===== config.mk =====
export PLATFORM = sky130hd
export DESIGN_NAME = scurve_sweep_ctrl
export DESIGN_NICKNAME = d
export VERILOG_FILES = /design/src/rtl/scurve_sweep_ctrl_pkg.sv /design/src/rtl/scurve_sweep_ctrl_window_timer.sv /design/src/rtl/scurve_sweep_ctrl.sv
export SDC_FILE = /design/constraint.sdc
export NUM_CORES = 1
export LEC_CHECK = 0
export CORE_MARGIN = 2
export CORE_UTILIZATION = 53
export CTS_CLUSTER_SIZE = 16
export DETAILED_ROUTE_END_ITERATION = 8
export GPL_TIMING_DRIVEN = 0
export PLACE_DENSITY = 0.79
export SLEW_MARGIN = 20
export SYNTH_ARGS = -nofsm -noshare
export SYNTH_HDL_FRONTEND = slang
export SYNTH_HIERARCHICAL = 1
export SYNTH_SLANG_ARGS = --single-unit

===== constraint.sdc =====
create_clock -name Clk -period 5.1 [get_ports Clk]
set_input_delay 1.275 -clock Clk [delete_from_list [all_inputs] [get_ports Clk]]
set_output_delay 1.275 -clock Clk [all_outputs]
set_load 0.01 [all_outputs]

===== src/rtl/scurve_sweep_ctrl_pkg.sv =====
// Shared constants for the S-curve threshold sweep controller:
// FSM state codes, stream marker words and DAC-point arithmetic width.
package scurve_sweep_ctrl_pkg;

  localparam logic [3:0] S_IDLE   = 4'd0;
  localparam logic [3:0] S_LOAD   = 4'd1;
  localparam logic [3:0] S_WLOAD  = 4'd2;
  localparam logic [3:0] S_SETTLE = 4'd3;
  localparam logic [3:0] S_HDR0   = 4'd4;
  localparam logic [3:0] S_HDR1   = 4'd5;
  localparam logic [3:0] S_ACQ    = 4'd6;
  localparam logic [3:0] S_DRAIN  = 4'd7;
  localparam logic [3:0] S_ACK    = 4'd8;
  localparam logic [3:0] S_ACKW   = 4'd9;
  localparam logic [3:0] S_NEXT   = 4'd10;
  localparam logic [3:0] S_TAIL   = 4'd11;
  localparam logic [3:0] S_DONE   = 4'd12;

  localparam logic [15:0] HDR_WORD  = 16'hFF60;
  localparam logic [15:0] TAIL_WORD = 16'hFF69;

  // One guard bit above the DAC code catches step overflow.
  localparam int PT_GUARD = 1;

  function automatic int pt_width(input int dw);
    return dw + PT_GUARD;
  endfunction

endpackage


===== src/rtl/scurve_sweep_ctrl_window_timer.sv =====
// Acquisition window timer: prescaler plus 16-bit tick counter.
// expire_o pulses on the last enabled cycle of ticks*PRESCALE.
module window_timer #(
  parameter int PRESCALE = 1000
) (
  input  logic        clk,
  input  logic        rst,
  input  logic        load_i,
  input  logic        en_i,
  input  logic [15:0] ticks_i,
  output logic        expire_o
);

  localparam int PW = (PRESCALE > 1) ? $clog2(PRESCALE) : 1;
  localparam logic [PW-1:0] PRE_LAST = PW'(PRESCALE - 1);

  logic [PW-1:0] pre_q;
  logic [15:0]   tick_q;
  logic          wrap;

  assign wrap     = (pre_q == PRE_LAST);
  assign expire_o = en_i & wrap & (tick_q == 16'd1);

  always_ff @(posedge clk or posedge rst) begin
    if (rst) begin
      pre_q  <= '0;
      tick_q <= '0;
    end else if (load_i) begin
      pre_q  <= '0;
      tick_q <= (ticks_i == 16'd0) ? 16'd1 : ticks_i;
    end else if (en_i) begin
      pre_q <= wrap ? '0 : pre_q + 1'b1;
      if (wrap) tick_q <= tick_q - 16'd1;
    end
  end

endmodule


===== src/rtl/scurve_sweep_ctrl.sv =====
// S-curve sweep sequencer: DAC load, point header, gated DAQ window,
// end-of-run handshake, and merged output word stream.
module scurve_sweep_ctrl
  import scurve_sweep_ctrl_pkg::*;
#(
  parameter int DAC_WIDTH       = 10,
  parameter int WINDOW_PRESCALE = 1000,
  parameter int SETTLE_CYCLES   = 64
) (
  input  logic                 Clk,
  input  logic                 reset,
  input  logic                 SweepStart,
  input  logic [DAC_WIDTH-1:0] SweepStartDac,
  input  logic [DAC_WIDTH-1:0] SweepEndDac,
  input  logic [DAC_WIDTH-1:0] SweepStep,
  input  logic [15:0]          TriggerWindow,
  output logic [DAC_WIDTH-1:0] DacCode,
  output logic                 DacLoad,
  input  logic                 DacLoadDone,
  output logic                 DaqModuleStart,
  input  logic                 DaqAllDone,
  output logic                 DaqDataTransmitDone,
  input  logic [15:0]          DaqData,
  input  logic                 DaqData_en,
  input  logic                 OutFull,
  output logic [15:0]          OutData,
  output logic                 OutData_en,
  output logic                 SweepBusy,
  output logic                 SweepDone,
  output logic                 Overflow,
  output logic [DAC_WIDTH-1:0] CurrentDac
);

  localparam int PTW = pt_width(DAC_WIDTH);
  localparam int SW  = $clog2(SETTLE_CYCLES + 1);
  localparam logic [SW-1:0] SET_LAST = SW'(SETTLE_CYCLES - 1);

  logic [3:0]           state_q, state_d;
  logic                 ss_q;
  logic                 abort_q, abort_d;
  logic                 ovf_q, ovf_d;
  logic [SW-1:0]        set_q, set_d;
  logic [DAC_WIDTH-1:0] cur_q, cur_d;
  logic [DAC_WIDTH-1:0] dac_q, dac_d;
  logic [DAC_WIDTH-1:0] end_q, step_q;
  logic [15:0]          win_q;

  logic           rise, go, abort, stop;
  logic           tmr_load, tmr_en, expire;
  logic [PTW-1:0] nxt;

  assign rise  = SweepStart & ~ss_q;
  assign go    = (state_q == S_IDLE) & rise;
  assign abort = abort_q | ~SweepStart;
  assign nxt   = PTW'(cur_q) + PTW'(step_q);
  assign stop  = (step_q == '0) | (nxt > PTW'(end_q))
               | nxt[PTW-1] | abort;

  assign tmr_load = (state_q == S_HDR1) & ~OutFull;
  assign tmr_en   = (state_q == S_ACQ);

  window_timer #(
    .PRESCALE (WINDOW_PRESCALE)
  ) u_timer (
    .clk      (Clk),
    .rst      (reset),
    .load_i   (tmr_load),
    .en_i     (tmr_en),
    .ticks_i  (win_q),
    .expire_o (expire)
  );

  always_comb begin
    state_d    = state_q;
    abort_d    = abort_q;
    ovf_d      = ovf_q;
    set_d      = set_q;
    cur_d      = cur_q;
    OutData    = DaqData;
    OutData_en = DaqData_en & ~OutFull;
    unique case (state_q)
      S_IDLE: begin
        if (rise) begin
          abort_d = 1'b0;
          ovf_d   = 1'b0;
          if (SweepStartDac > SweepEndDac) begin
            state_d = S_TAIL;
          end else begin
            cur_d   = SweepStartDac;
            state_d = S_LOAD;
          end
        end
      end
      S_LOAD: state_d = S_WLOAD;
      S_WLOAD: begin
        if (DacLoadDone) begin
          set_d   = '0;
          state_d = abort ? S_TAIL : S_SETTLE;
        end
      end
      S_SETTLE: begin
        if (abort) state_d = S_TAIL;
        else if (set_q == SET_LAST) state_d = S_HDR0;
        else set_d = set_q + 1'b1;
      end
      S_HDR0: begin
        OutData    = HDR_WORD;
        OutData_en = ~OutFull;
        if (!OutFull) state_d = S_HDR1;
      end
      S_HDR1: begin
        OutData    = 16'(cur_q);
        OutData_en = ~OutFull;
        if (!OutFull) state_d = S_ACQ;
      end
      S_ACQ: if (abort || expire) state_d = S_DRAIN;
      S_DRAIN: if (DaqAllDone) state_d = S_ACK;
      S_ACK: state_d = S_ACKW;
      S_ACKW: if (!DaqAllDone) state_d = S_NEXT;
      S_NEXT: begin
        if (stop) begin
          state_d = S_TAIL;
        end else begin
          cur_d   = nxt[DAC_WIDTH-1:0];
          state_d = S_LOAD;
        end
      end
      S_TAIL: begin
        OutData    = TAIL_WORD;
        OutData_en = ~OutFull;
        if (!OutFull) state_d = S_DONE;
      end
      S_DONE: if (!SweepStart) state_d = S_IDLE;
      default: state_d = S_IDLE;
    endcase
    // Abort is remembered so NEXT still routes to TAIL after a re-raise.
    if (state_q != S_IDLE && state_q != S_DONE && !SweepStart)
      abort_d = 1'b1;
    if (DaqData_en && OutFull) ovf_d = 1'b1;
    dac_d = (state_d == S_LOAD) ? cur_d : dac_q;
  end

  always_ff @(posedge Clk or posedge reset) begin
    if (reset) begin
      state_q <= S_IDLE;
      ss_q    <= 1'b0;
      abort_q <= 1'b0;
      ovf_q   <= 1'b0;
      set_q   <= '0;
      cur_q   <= '0;
      dac_q   <= '0;
      end_q   <= '0;
      step_q  <= '0;
      win_q   <= '0;
    end else begin
      state_q <= state_d;
      ss_q    <= SweepStart;
      abort_q <= abort_d;
      ovf_q   <= ovf_d;
      set_q   <= set_d;
      cur_q   <= cur_d;
      dac_q   <= dac_d;
      if (go) begin
        end_q  <= SweepEndDac;
        step_q <= SweepStep;
        win_q  <= TriggerWindow;
      end
    end
  end

  assign DacCode             = dac_q;
  assign DacLoad             = (state_q == S_LOAD);
  assign DaqModuleStart      = (state_q == S_ACQ);
  assign DaqDataTransmitDone = (state_q == S_ACK);
  assign SweepBusy           = (state_q != S_IDLE) & (state_q != S_DONE);
  assign SweepDone           = (state_q == S_DONE);
  assign Overflow            = ovf_q;
  assign CurrentDac          = cur_q;

endmodule


==> results by group, run 1 <==
Clock network
  • Clock-pin slew on the worst setup and hold paths: 0.10 ns
  • CTS max path bufs: 2
  • Root Driver: clkbuf_8
  • Hold buffer count at CTS: 0
  • H-Tree Depth: 3
  • Cts repair resizes: 0
  • Post-CTS Setup Bufs: 0
  • CTS tree: built
  • CTS buffer count: 9
  • Sink Count: 96
  • Insertion delay to the later sink of the worst-skew pair: 0.40 ns

STA
  • Clk_skew: 0.0138 ns
  • RSZ-0062 raised after global routing: false
  • Tmin final: 4.35 ns
  • Endpoints failing setup: 0
  • Max Slew Vio Count: 0
  • Fin Setup TNS: 0 ns
  • F_max: 0.230 GHz
  • Worst hold margin: 0.491 ns
  • Hold violation count in the final report: 0
  • Slew at the pin with the worst max-slew slack: a little under 1 ns
  • Fin crit share: 85.2%
  • Final WS setup: 0.755 ns
  • Slew HR: 34.7%

Critical path
  • R2R Path End: DacCode[5]
  • Reg-to-Reg Start: CurrentDac[0]
  • CP max stage delay: 0.50 ns
  • Crit. End Element: register
  • CP endpoint: DacCode[5]
  • Setup crit start: CurrentDac[0]
  • CP Class: reg -> reg
  • R2R Setup Slk: 0.75 ns
  • Worst path required time: between 5 and 6 ns
  • Setup crit start kind: register
  • CP max stage cell: nor4_4
  • R2r worst-path depth: 14
  • Crit path depth: 14
  • Buf/Inv on CP: 1
  • Worst-path fanout max: 10
  • Crit path arrival time: 4.62 ns
  • Crit path cell chain: ha_1 -> fa_1 -> a21o_1 -> a2111o_1 -> o31ai_2 -> xnor2_1 -> ha_1 -> a211oi_1 -> nand2_1 -> o311a_1 -> nor4_4 -> a21oi_2 -> buf_6 -> a221o_1
  • Most used cell, CP: ha_1
  • CP top delay family: compound AO/OA/AOI/OAI gates

Die
  • I/O pins: 112
  • Die W: ~110 um
  • Die Span Y: 109 um
  • Initial Util: 54.2%
  • Core ar.: 10800 um^2
  • Die ar.: 11900 um^2
  • Cell Rows: 38

Global routing
  • First-pass GRT wire length: 26000 um
  • Largest net degree at the start of global routing: 60
  • Gr usage total: between 20 and 30%
  • Initial antenna violation count: 0
  • Global route overflow: 0
  • Vias in the first global route: 5236

Outcome
  • Status: finished, final reports clean

Worst hold path
  • Hold Path Class: reg -> reg
  • Hold Crit Depth: 2

Synth
  • Most frequent cells after synthesis: nand2_1 (149), dfrtp_1 (96), nor2_1 (38)
  • Post-synth ARST share: 100%
  • Synthesized flop and latch total: 96
  • Synth top area share: 41.1%
  • Mapped Cells: 670
  • Ys Warns: 6
  • Synth top area cells: dfrtp_1 (41%), nand2_1 (9.6%), ha_1 (7.3%)
  • EDFF count, synth: 0
  • Most used DFF post-synth: dfrtp_1
  • Most common cell in the netlist: nand2_1
  • Leading area contributor after synthesis: dfrtp_1
  • Average size of a mapped cell: roughly 8.7 um^2
  • Sequential-to-total area share from yosys stat: roughly 40%
  • Post-Syn Area: about 5800 um^2
  • Synthesized Nets: 774
  • Synth cell types: 68

Pwr
  • Pwr Density: 558 nW/um^2
  • Peak VDD IR: roughly 300 uV
  • Static leakage: 3.29 nW

Route
  • Final WL: about 17000 um
  • Avg Vias per Cell: 5.98
  • First-pass DRT Iterations: 5
  • Iter 0 DRT Violations: 375
  • Antenna Nets Post-Route: 0
  • Routed wire per std cell: about 18 um
  • Via Count: about 5600
  • Final routed DRC violation total: 0

Placement
  • Placed Area: between 7000 and 8000 um^2
  • IO buf count: 110
  • Routability congestion estimate: 0.912
  • DP Worst Slack: 0.851 ns
  • HPWL after DPL: 12400 um

Flow run
  • Max-cap viol count: 0

Finish
  • Final nets: 896
  • Share of cells above drive strength 1: 5.52%
  • P&R area growth vs syn: 25.9%
  • N_diodes: 0
  • Fin area: 7360 um^2
## area by class of cell
class	instances	area [um^2]
inverters	33	126
plain buffers	33	159
multi-input cells	508	3170
clock inverters	6	67.6
well taps	140	175
flip-flops and latches	96	2400
repair buffers	111	1130
fillers	880	3430
clock buffers	10	138
## worst reg2reg max path, stage by stage (launching register included)
cell	delay (ns)
dfrtp_1	0.48
ha_1	0.26
fa_1	0.44
a21o_1	0.22
a2111o_1	0.41
o31ai_2	0.22
xnor2_1	0.12
ha_1	0.22
a211oi_1	0.24
nand2_1	0.08
o311a_1	0.44
nor4_4	0.50
a21oi_2	0.10
buf_6	0.19
a221o_1	0.30
## registers in the layout, summed over array words and instances (netlist names)
name	cells
end_q	10
abort_q	1
u_timer/tick_q	16
CurrentDac	10
DacCode	10
state_q	4
ss_q	1
step_q	10
set_q	7
u_timer/pre_q	10
Overflow	1
win_q	16
## report_power, final
group,switching (mW),leakage (nW),internal (mW)
registers,0.344,1.20,1.09
logic,1.16,1.99,0.988
clock network,0.289,0.0989,0.242
total,1.79,3.29,2.32
## routing by layer
metal	routed length (um)	GRT usage, %
met5	0	0
met4	372	11.4
met3	1070	3.71
met2	7810	46.2
met1	7270	39.0
## cell families after synthesis
group / synth area share, %
buffers and inverters: 4.84
muxes: 0.728
AOI/OAI and AO/OA: 15.6
adders and majority gates: 7.62
DFF: 41.1
xor gates and xnor gates: 3.30
and+or+nand+nor: 26.8
## cell usage in the layout (no fill, tap or decap), types with 3 or more instances in the layout
| master | Yosys | routed |
|---|---|---|
| clkbuf_8 | 0 | 10 |
| nand2b_1 | 9 | 9 |
| o21ai_0 | 28 | 28 |
| nand3b_1 | 3 | 3 |
| nor2_1 | 38 | 38 |
| nand2_1 | 149 | 149 |
| nand4_1 | 16 | 16 |
| and2_1 | 11 | 11 |
| ha_1 | 34 | 34 |
| o21bai_1 | 3 | 3 |
| nor2b_1 | 7 | 7 |
| xnor2_1 | 9 | 9 |
| a211oi_1 | 4 | 4 |
| xor2_1 | 13 | 13 |
| buf_6 | 4 | 4 |
| clkbuf_1 | 24 | 24 |
| nor3_1 | 19 | 18 |
| inv_1 | 33 | 31 |
| o31ai_1 | 5 | 5 |
| buf_2 | 4 | 4 |
| a22o_1 | 3 | 3 |
| or4_1 | 9 | 9 |
| clkdlybuf4s50_1 | 0 | 110 |
| nor4_1 | 10 | 10 |
| dfrtp_1 | 96 | 96 |
| or4_4 | 3 | 3 |
| nand3_1 | 20 | 20 |
| a221o_1 | 18 | 18 |
| or3_1 | 7 | 7 |
| a31oi_1 | 13 | 13 |
| and3_1 | 5 | 5 |
| a21oi_1 | 17 | 17 |
## per-stage QoR
step	instances	util [%]	power [mW]
6_report	937	68.2	4.11
5_1_grt	937	68.2	4.41
4_1_cts	937	68.2	4.09
3_5_place_dp	921	66.3	3.54
3_3_place_gp	920	66.0	3.44
2_1_floorplan	670	-	2.75
## worst min-delay path by stage
stage,startpoint,endpoint,slack (ns)
6_report,end_q[0],end_q[0],0.49
5_1_grt,Overflow,Overflow,0.52
4_1_cts,end_q[0],end_q[0],0.49
3_5_place_dp,end_q[0],end_q[0],0.47
3_3_place_gp,win_q[0],win_q[0],0.47
2_1_floorplan,win_q[0],win_q[0],0.45
(Power assumes the default switching activity.)
==> inputs of run 2 (changes only) <==
- RECOVER_POWER: unset -> 25
- clock period: 5.1 -> 4.9 ns (I/O delays scaled with it)
==> run 2 against run 1 <==
Utilization shrank 0.22 points. Global-route usage is the same. Sequential cell count is the same. Power grew 3.9%. Wire length shrank 0.13%. Final cell count is the same. Hold slack is essentially flat. Cell area shrank 0.32%. Clock power grew 4.0%. Critical endpoint unchanged. Sequential share of layout area grew 0.11 points. Via count shrank 0.52%. Combinational power grew 4%.
==> results by group, run 2 (synthesis gave the netlist of run 1 again) <==
Outcome
  • Status: finished, final reports clean (unchanged)

Clock network
  • Root Driver: clkbuf_8 (unchanged)
  • Cts repair resizes: 0 (unchanged)
  • Post-CTS Setup Bufs: 0 (unchanged)
  • CTS buffer count: 9 (unchanged)
  • CTS max path bufs: 2 (unchanged)
  • H-Tree Depth: 3 (unchanged)
  • Sink Count: 96 (unchanged)
  • Clock-pin slew on the worst setup and hold paths: 0.10 ns (about the same)
  • Insertion delay to the later sink of the worst-skew pair: 0.39 ns (was 0.40 ns)
  • CTS tree: built (unchanged)
  • Hold buffer count at CTS: 0 (unchanged)

Placement
  • Routability congestion estimate: 0.912 (unchanged)
  • HPWL after DPL: 12400 um (unchanged)
  • IO buf count: 110 (unchanged)
  • Placed cell count: 921 (unchanged)
  • Placed Area: 7150 um^2 (unchanged)

Critical path
  • CP Class: reg -> reg (unchanged)
  • Setup crit start kind: register (unchanged)
  • Worst path required time: 5.17 ns (was 5.37 ns)
  • Crit. End Element: register (unchanged)
  • Crit path arrival time: 4.61 ns (was 4.62 ns)
  • Worst-path fanout max: 10 (unchanged)

STA
  • Max Slew Vio Count: 0 (unchanged)
  • Slew HR: 3.43% (was 34.7%)
  • Clk_skew: 0.0136 ns (was 0.0138 ns)
  • F_max: 0.230 GHz (about the same)
  • RSZ-0062 raised after global routing: false (unchanged)
  • Slew at the pin with the worst max-slew slack: 1.45 ns (was 0.974 ns)
  • Fin crit share: 88.6% (was 85.2%)
  • Hold violation count in the final report: 0 (unchanged)
  • Endpoints failing setup: 0 (unchanged)
  • Tmin final: 4.34 ns (was 4.35 ns)
  • Fin Setup TNS: 0 ns (unchanged)

Die
  • Die W: 109 um (unchanged)
  • Die ar.: 11900 um^2 (unchanged)
  • Cell Rows: 38 (unchanged)
  • Die Span Y: 109 um (unchanged)
  • Core ar.: 10800 um^2 (unchanged)
  • Initial Util: 54.2% (unchanged)
  • I/O pins: 112 (unchanged)

Finish
  • Post-route non-filler standard cell count: 937 (unchanged)
  • Share of cells above drive strength 1: 5.52% (unchanged)
  • Most frequent cells in the layout: nand2_1 (149), clkdlybuf4s50_1 (108), dfrtp_1 (96), nor2_1 (38), ha_1 (34) (was nand2_1 (149), clkdlybuf4s50_1 (110), dfrtp_1 (96), nor2_1 (38), ha_1 (34))
  • Fin area: 7340 um^2 (was 7360 um^2)
  • Top flop regs: u_timer/tick_q: 16 flops, win_q: 16 flops (unchanged)
  • P&R area growth vs syn: 25.5% (was 25.9%)
  • Commonest non-fill, non-tap cell in the layout: nand2_1 (unchanged)
  • N_diodes: 0 (unchanged)
  • Layout filler cell count: 884 (was 880)
  • Final nets: 896 (unchanged)
  • Register Area: 2400 um^2 (unchanged)
  • Multi-input gate area: 3170 um^2 (unchanged)

Pwr
  • Peak VDD IR: 310 uV (was 298 uV)
  • Pwr Density: 582 nW/um^2 (was 558 nW/um^2)
  • Static leakage: 3.28 nW (was 3.29 nW)

Route
  • Final routed DRC violation total: 0 (unchanged)
  • Iter 0 DRT Violations: 380 (was 375)
  • Routed wire per std cell: 17.6 um (about the same)
  • Avg Vias per Cell: 5.95 (was 5.98)
  • Via Count: 5576 (was 5605)
  • Antenna Nets Post-Route: 0 (unchanged)
  • First-pass DRT Iterations: 5 (unchanged)
  • Final WL: 16500 um (about the same)

Global routing
  • Global route overflow: 0 (unchanged)
  • Met2 GRT Util: 46.2% (unchanged)
  • First-pass GRT wire length: 26000 um (unchanged)
  • Largest net degree at the start of global routing: 60 (unchanged)
  • Initial antenna violation count: 0 (unchanged)
  • Vias in the first global route: 5236 (unchanged)
  • Met3 Use GR: 3.71% (unchanged)
  • Gr usage total: 28.6% (unchanged)
  • GRT busiest layer: met2 (unchanged)
  • Met1 Usage GRT: 39.0% (unchanged)

Worst hold path
  • Hold Path Class: reg -> reg (unchanged)

Flow run
  • Max-cap viol count: 0 (unchanged)
run 2: changes by cell type in the layout (fill, tap and decap cells not counted), sizes merged:
cell	previous run	this run
clkdlybuf4s50	110	108
dlygate4sd3	0	2
buf	10	9
inv	33	32
clkbuf	34	35
clkinvlp	2	3
run 2: path summary, 6_finish.rpt:
check,slack [ns],depth (start not counted),end,start
worst max-delay path,0.56,14,DacCode[5],CurrentDac[0]
min in group asynchronous,1.35,2,state_q[0],reset
worst max register to register,0.56,14,DacCode[5],CurrentDac[0]
max in group asynchronous,1.77,3,end_q[4],reset
worst min register to register,0.49,2,end_q[0],end_q[0]
worst min-delay path,0.49,2,end_q[0],end_q[0]
run 2: area by class of cell:
cell class | count | share of cell area, %
flip-flops and latches | 96 | 32.7
multi-input cells | 508 | 43.1
plain buffers | 33 | 2.17
inverters | 33 | 1.70
well taps | 140 | 2.39
clock inverters | 6 | 0.921
repair buffers | 111 | 15.1
clock buffers | 10 | 1.88
run 2: per-stage QoR:
step	setup slack (ns)	power (mW)	util (%)	hold slack [ns]
4_1_cts	0.591	4.25	68.2	0.492
3_5_place_dp	0.651	3.69	66.3	0.470
5_1_grt	0.343	4.59	68.0	0.520
6_report	0.558	4.27	68.0	0.491
3_3_place_gp	0.685	3.58	66.0	0.471
2_1_floorplan	1.09	2.86	-	0.448
run 2: per-layer routing:
metal	share of wire, %	vias to the layer above
li1	-	2642
met1	44	2667
met2	47	239
met3	6.7	28
met4	2.3	0
met5	0	-
run 2: power by group:
group / leakage [nW] / switching, mW / internal [mW]
registers: 1.20 / 0.356 / 1.14
logic: 1.98 / 1.20 / 1.03
clock network: 0.0989 / 0.300 / 0.252
total: 3.28 / 1.86 / 2.41
run 2: critical path: stages, from the launching register on:
cell	delay [ns]
dfrtp_1	0.48
ha_1	0.26
fa_1	0.44
a21o_1	0.22
a2111o_1	0.41
o31ai_2	0.22
xnor2_1	0.12
ha_1	0.22
a211oi_1	0.24
nand2_1	0.08
o311a_1	0.44
nor4_4	0.50
a21oi_2	0.09
buf_6	0.19
a221o_1	0.30
==> inputs of run 3 (changes only) <==
- CELL_PAD_IN_SITES_DETAIL_PLACEMENT: unset -> 1
- CELL_PAD_IN_SITES_GLOBAL_PLACEMENT: unset -> 1
- CORE_UTILIZATION: 53 -> 39
- PLACE_DENSITY: 0.79 -> 0.78
==> run 3 against run 2 <==
The run now ends with capacitance limit, slew limit left. Clock power grew 20%. Combinational power grew 5%. Count of clock-buffer cells in the layout grew 2. Sequential power is essentially flat. Largest cell class unchanged. Wire length grew 15%.
==> results by group, run 3 (synthesis gave the netlist of run 1 again) <==
STA
  • Tmin final: 4.49 ns (was 4.34 ns)
  • RSZ-0062 raised after global routing: false (unchanged)
  • Slew HR: -27.5% (was 3.43%)
  • Fin crit share: 91.7% (was 88.6%)
  • F_max: 0.223 GHz (was 0.230 GHz)
  • Clk_skew: 0.0145 ns (was 0.0136 ns)
  • Endpoints failing setup: 0 (unchanged)
  • Slew at the pin with the worst max-slew slack: 1.91 ns (was 1.45 ns)
  • Final WS setup: 0.406 ns (was 0.558 ns)
  • Hold violation count in the final report: 0 (unchanged)
  • Fin Setup TNS: 0 ns (unchanged)
  • Max Slew Vio Count: 42 (was 0)

Die
  • Die Span Y: 126 um (was 109 um)
  • Core ar.: 14600 um^2 (was 10800 um^2)
  • Die ar.: 16000 um^2 (was 11900 um^2)
  • Die W: 126 um (was 109 um)
  • I/O pins: 112 (unchanged)
  • Initial Util: 40.1% (was 54.2%)
  • Cell Rows: 44 (was 38)

Critical path
  • Crit path arrival time: 4.71 ns (was 4.61 ns)
  • Worst-path fanout max: 10 (unchanged)
  • Setup crit start kind: register (unchanged)
  • CP Class: reg -> reg (unchanged)
  • Worst path required time: 5.12 ns (was 5.17 ns)
  • Crit. End Element: register (unchanged)

Global routing
  • Vias in the first global route: 5850 (was 5236)
  • Largest net degree at the start of global routing: 42 (was 60)
  • Global route overflow: 0 (unchanged)
  • Gr usage total: 24.5% (was 28.6%)
  • First-pass GRT wire length: 31200 um (was 26000 um)
  • Initial antenna violation count: 0 (unchanged)

Route
  • Iter 0 DRT Violations: 334 (was 380)
  • Via Count: 5599 (was 5576)
  • Antenna Nets Post-Route: 0 (unchanged)
  • Avg Vias per Cell: 5.71 (was 5.95)
  • Final routed DRC violation total: 0 (unchanged)
  • First-pass DRT Iterations: 4 (was 5)
  • Routed wire per std cell: 19.4 um (was 17.6 um)
  • Final WL: 19000 um (was 16500 um)

Placement
  • DP Worst Slack: 0.464 ns (was 0.651 ns)
  • HPWL after DPL: 14800 um (was 12400 um)
  • IO buf count: 110 (unchanged)
  • Routability congestion estimate: 0.862 (was 0.912)

Finish
  • Final nets: 896 (unchanged)
  • P&R area growth vs syn: 27.6% (was 25.5%)
  • N_diodes: 0 (unchanged)
  • Layout filler cell count: 1729 (was 884)
  • Top flop regs: u_timer/tick_q: 16 flops, win_q: 16 flops (unchanged)
  • Most frequent cells in the layout: nand2_1 (149), clkdlybuf4s50_1 (108), dfrtp_1 (96), nor2_1 (38), ha_1 (34) (unchanged)
  • Share of cells above drive strength 1: 5.03% (was 5.52%)
  • Commonest non-fill, non-tap cell in the layout: nand2_1 (unchanged)

Pwr
  • Switching Share: 43.9% (was 43.5%)
  • Static leakage: 3.32 nW (was 3.28 nW)
  • Flop pwr share: 33.3% (was 34.9%)
  • Pint: 2.53 mW (was 2.41 mW)
  • Clock group share of total power: 14.6% (was 12.9%)
  • Pwr Density: 604 nW/um^2 (was 582 nW/um^2)
  • Peak VDD IR: 334 uV (was 310 uV)
  • Final Power: 4.51 mW (was 4.27 mW)
  • Psw: 1.98 mW (was 1.86 mW)
  • Gate power share: 52.1% (was 52.2%)

Clock network
  • CTS tree: built (unchanged)
  • Sink Count: 96 (unchanged)
  • CTS buffer count: 9 (unchanged)
  • Hold buffer count at CTS: 0 (unchanged)
  • Cts repair resizes: 0 (unchanged)
  • CTS max path bufs: 2 (unchanged)
  • Post-CTS Setup Bufs: 0 (unchanged)
  • H-Tree Depth: 3 (unchanged)
  • Insertion delay to the later sink of the worst-skew pair: 0.35 ns (was 0.39 ns)
  • Clock-pin slew on the worst setup and hold paths: 0.07 ns (was 0.10 ns)
  • Root Driver: clkbuf_16 (was clkbuf_8)

Worst hold path
  • Hold Path Class: reg -> reg (unchanged)

Outcome
  • Failing checks: capacitance limit, slew limit
  • Status: finished with violations (was finished, final reports clean)

Flow run
  • Max-cap viol count: 1 (was 0)
==> run 3: path summary, 6_finish.rpt <==
path	to	slack [ns]	cells past startpoint	from
worst min register to register	win_q[0]	0.49	2	win_q[0]
worst max register to register	DacCode[9]	0.41	14	CurrentDac[0]
worst max-delay path	DacCode[9]	0.41	14	CurrentDac[0]
min in group asynchronous	u_timer/pre_q[0]	1.63	2	reset
worst min-delay path	win_q[0]	0.49	2	win_q[0]
max in group asynchronous	DacCode[2]	0.76	3	reset
==> run 3: final cells by class <==
type / instances / area [um^2] / share of cell area (%)
inverters: 33 / 125 / 1.68
multi-input cells: 508 / 3170 / 42.4
repair buffers: 111 / 1110 / 14.9
clock inverters: 3 / 18.8 / 0.252
plain buffers: 33 / 159 / 2.13
flip-flops and latches: 96 / 2400 / 32.2
clock buffers: 12 / 246 / 3.30
well taps: 184 / 230 / 3.09
==> run 3: power groups by stage <==
stage / logic [mW] / registers (mW) / clock network, mW
finish: 2.35 / 1.50 / 0.659
global route: 2.60 / 1.55 / 0.709
CTS: 2.35 / 1.49 / 0.677
detailed placement: 2.31 / 1.50 / 0
global placement: 2.14 / 1.48 / 0
floorplan: 1.46 / 1.40 / 0
==> run 3: stage by stage <==
step                util (%)  instance area (um^2)  hold WS (ns)  instances
floorplan                  -                  5850         0.448        670
global placement        49.2                  7180         0.474        964
detailed placement      49.4                  7200         0.482        965
CTS                     51.2                  7470         0.502        980
global route            51.1                  7460         0.525        980
finish                  51.1                  7460         0.494        980
==> run 3: critical path, cell delays in order (launching register included) <==
cell and delay, ns:
dfrtp_1 0.45, ha_1 0.26, fa_1 0.44, a21o_1 0.23
a2111o_1 0.42, o31ai_2 0.25, xnor2_1 0.17, ha_1 0.23
a211oi_1 0.24, nand2_1 0.09, o311a_1 0.46, nor4_4 0.55
a21oi_2 0.11, buf_6 0.18, a221o_1 0.30
==> run 3: metal layers <==
metal	share of wire (%)	global-route usage, %	vias up
li1	-	-	2649
met1	44	31.3	2823
met2	51	42.9	106
met3	3.7	4.56	21
met4	1.5	5.56	0
met5	0	0	-
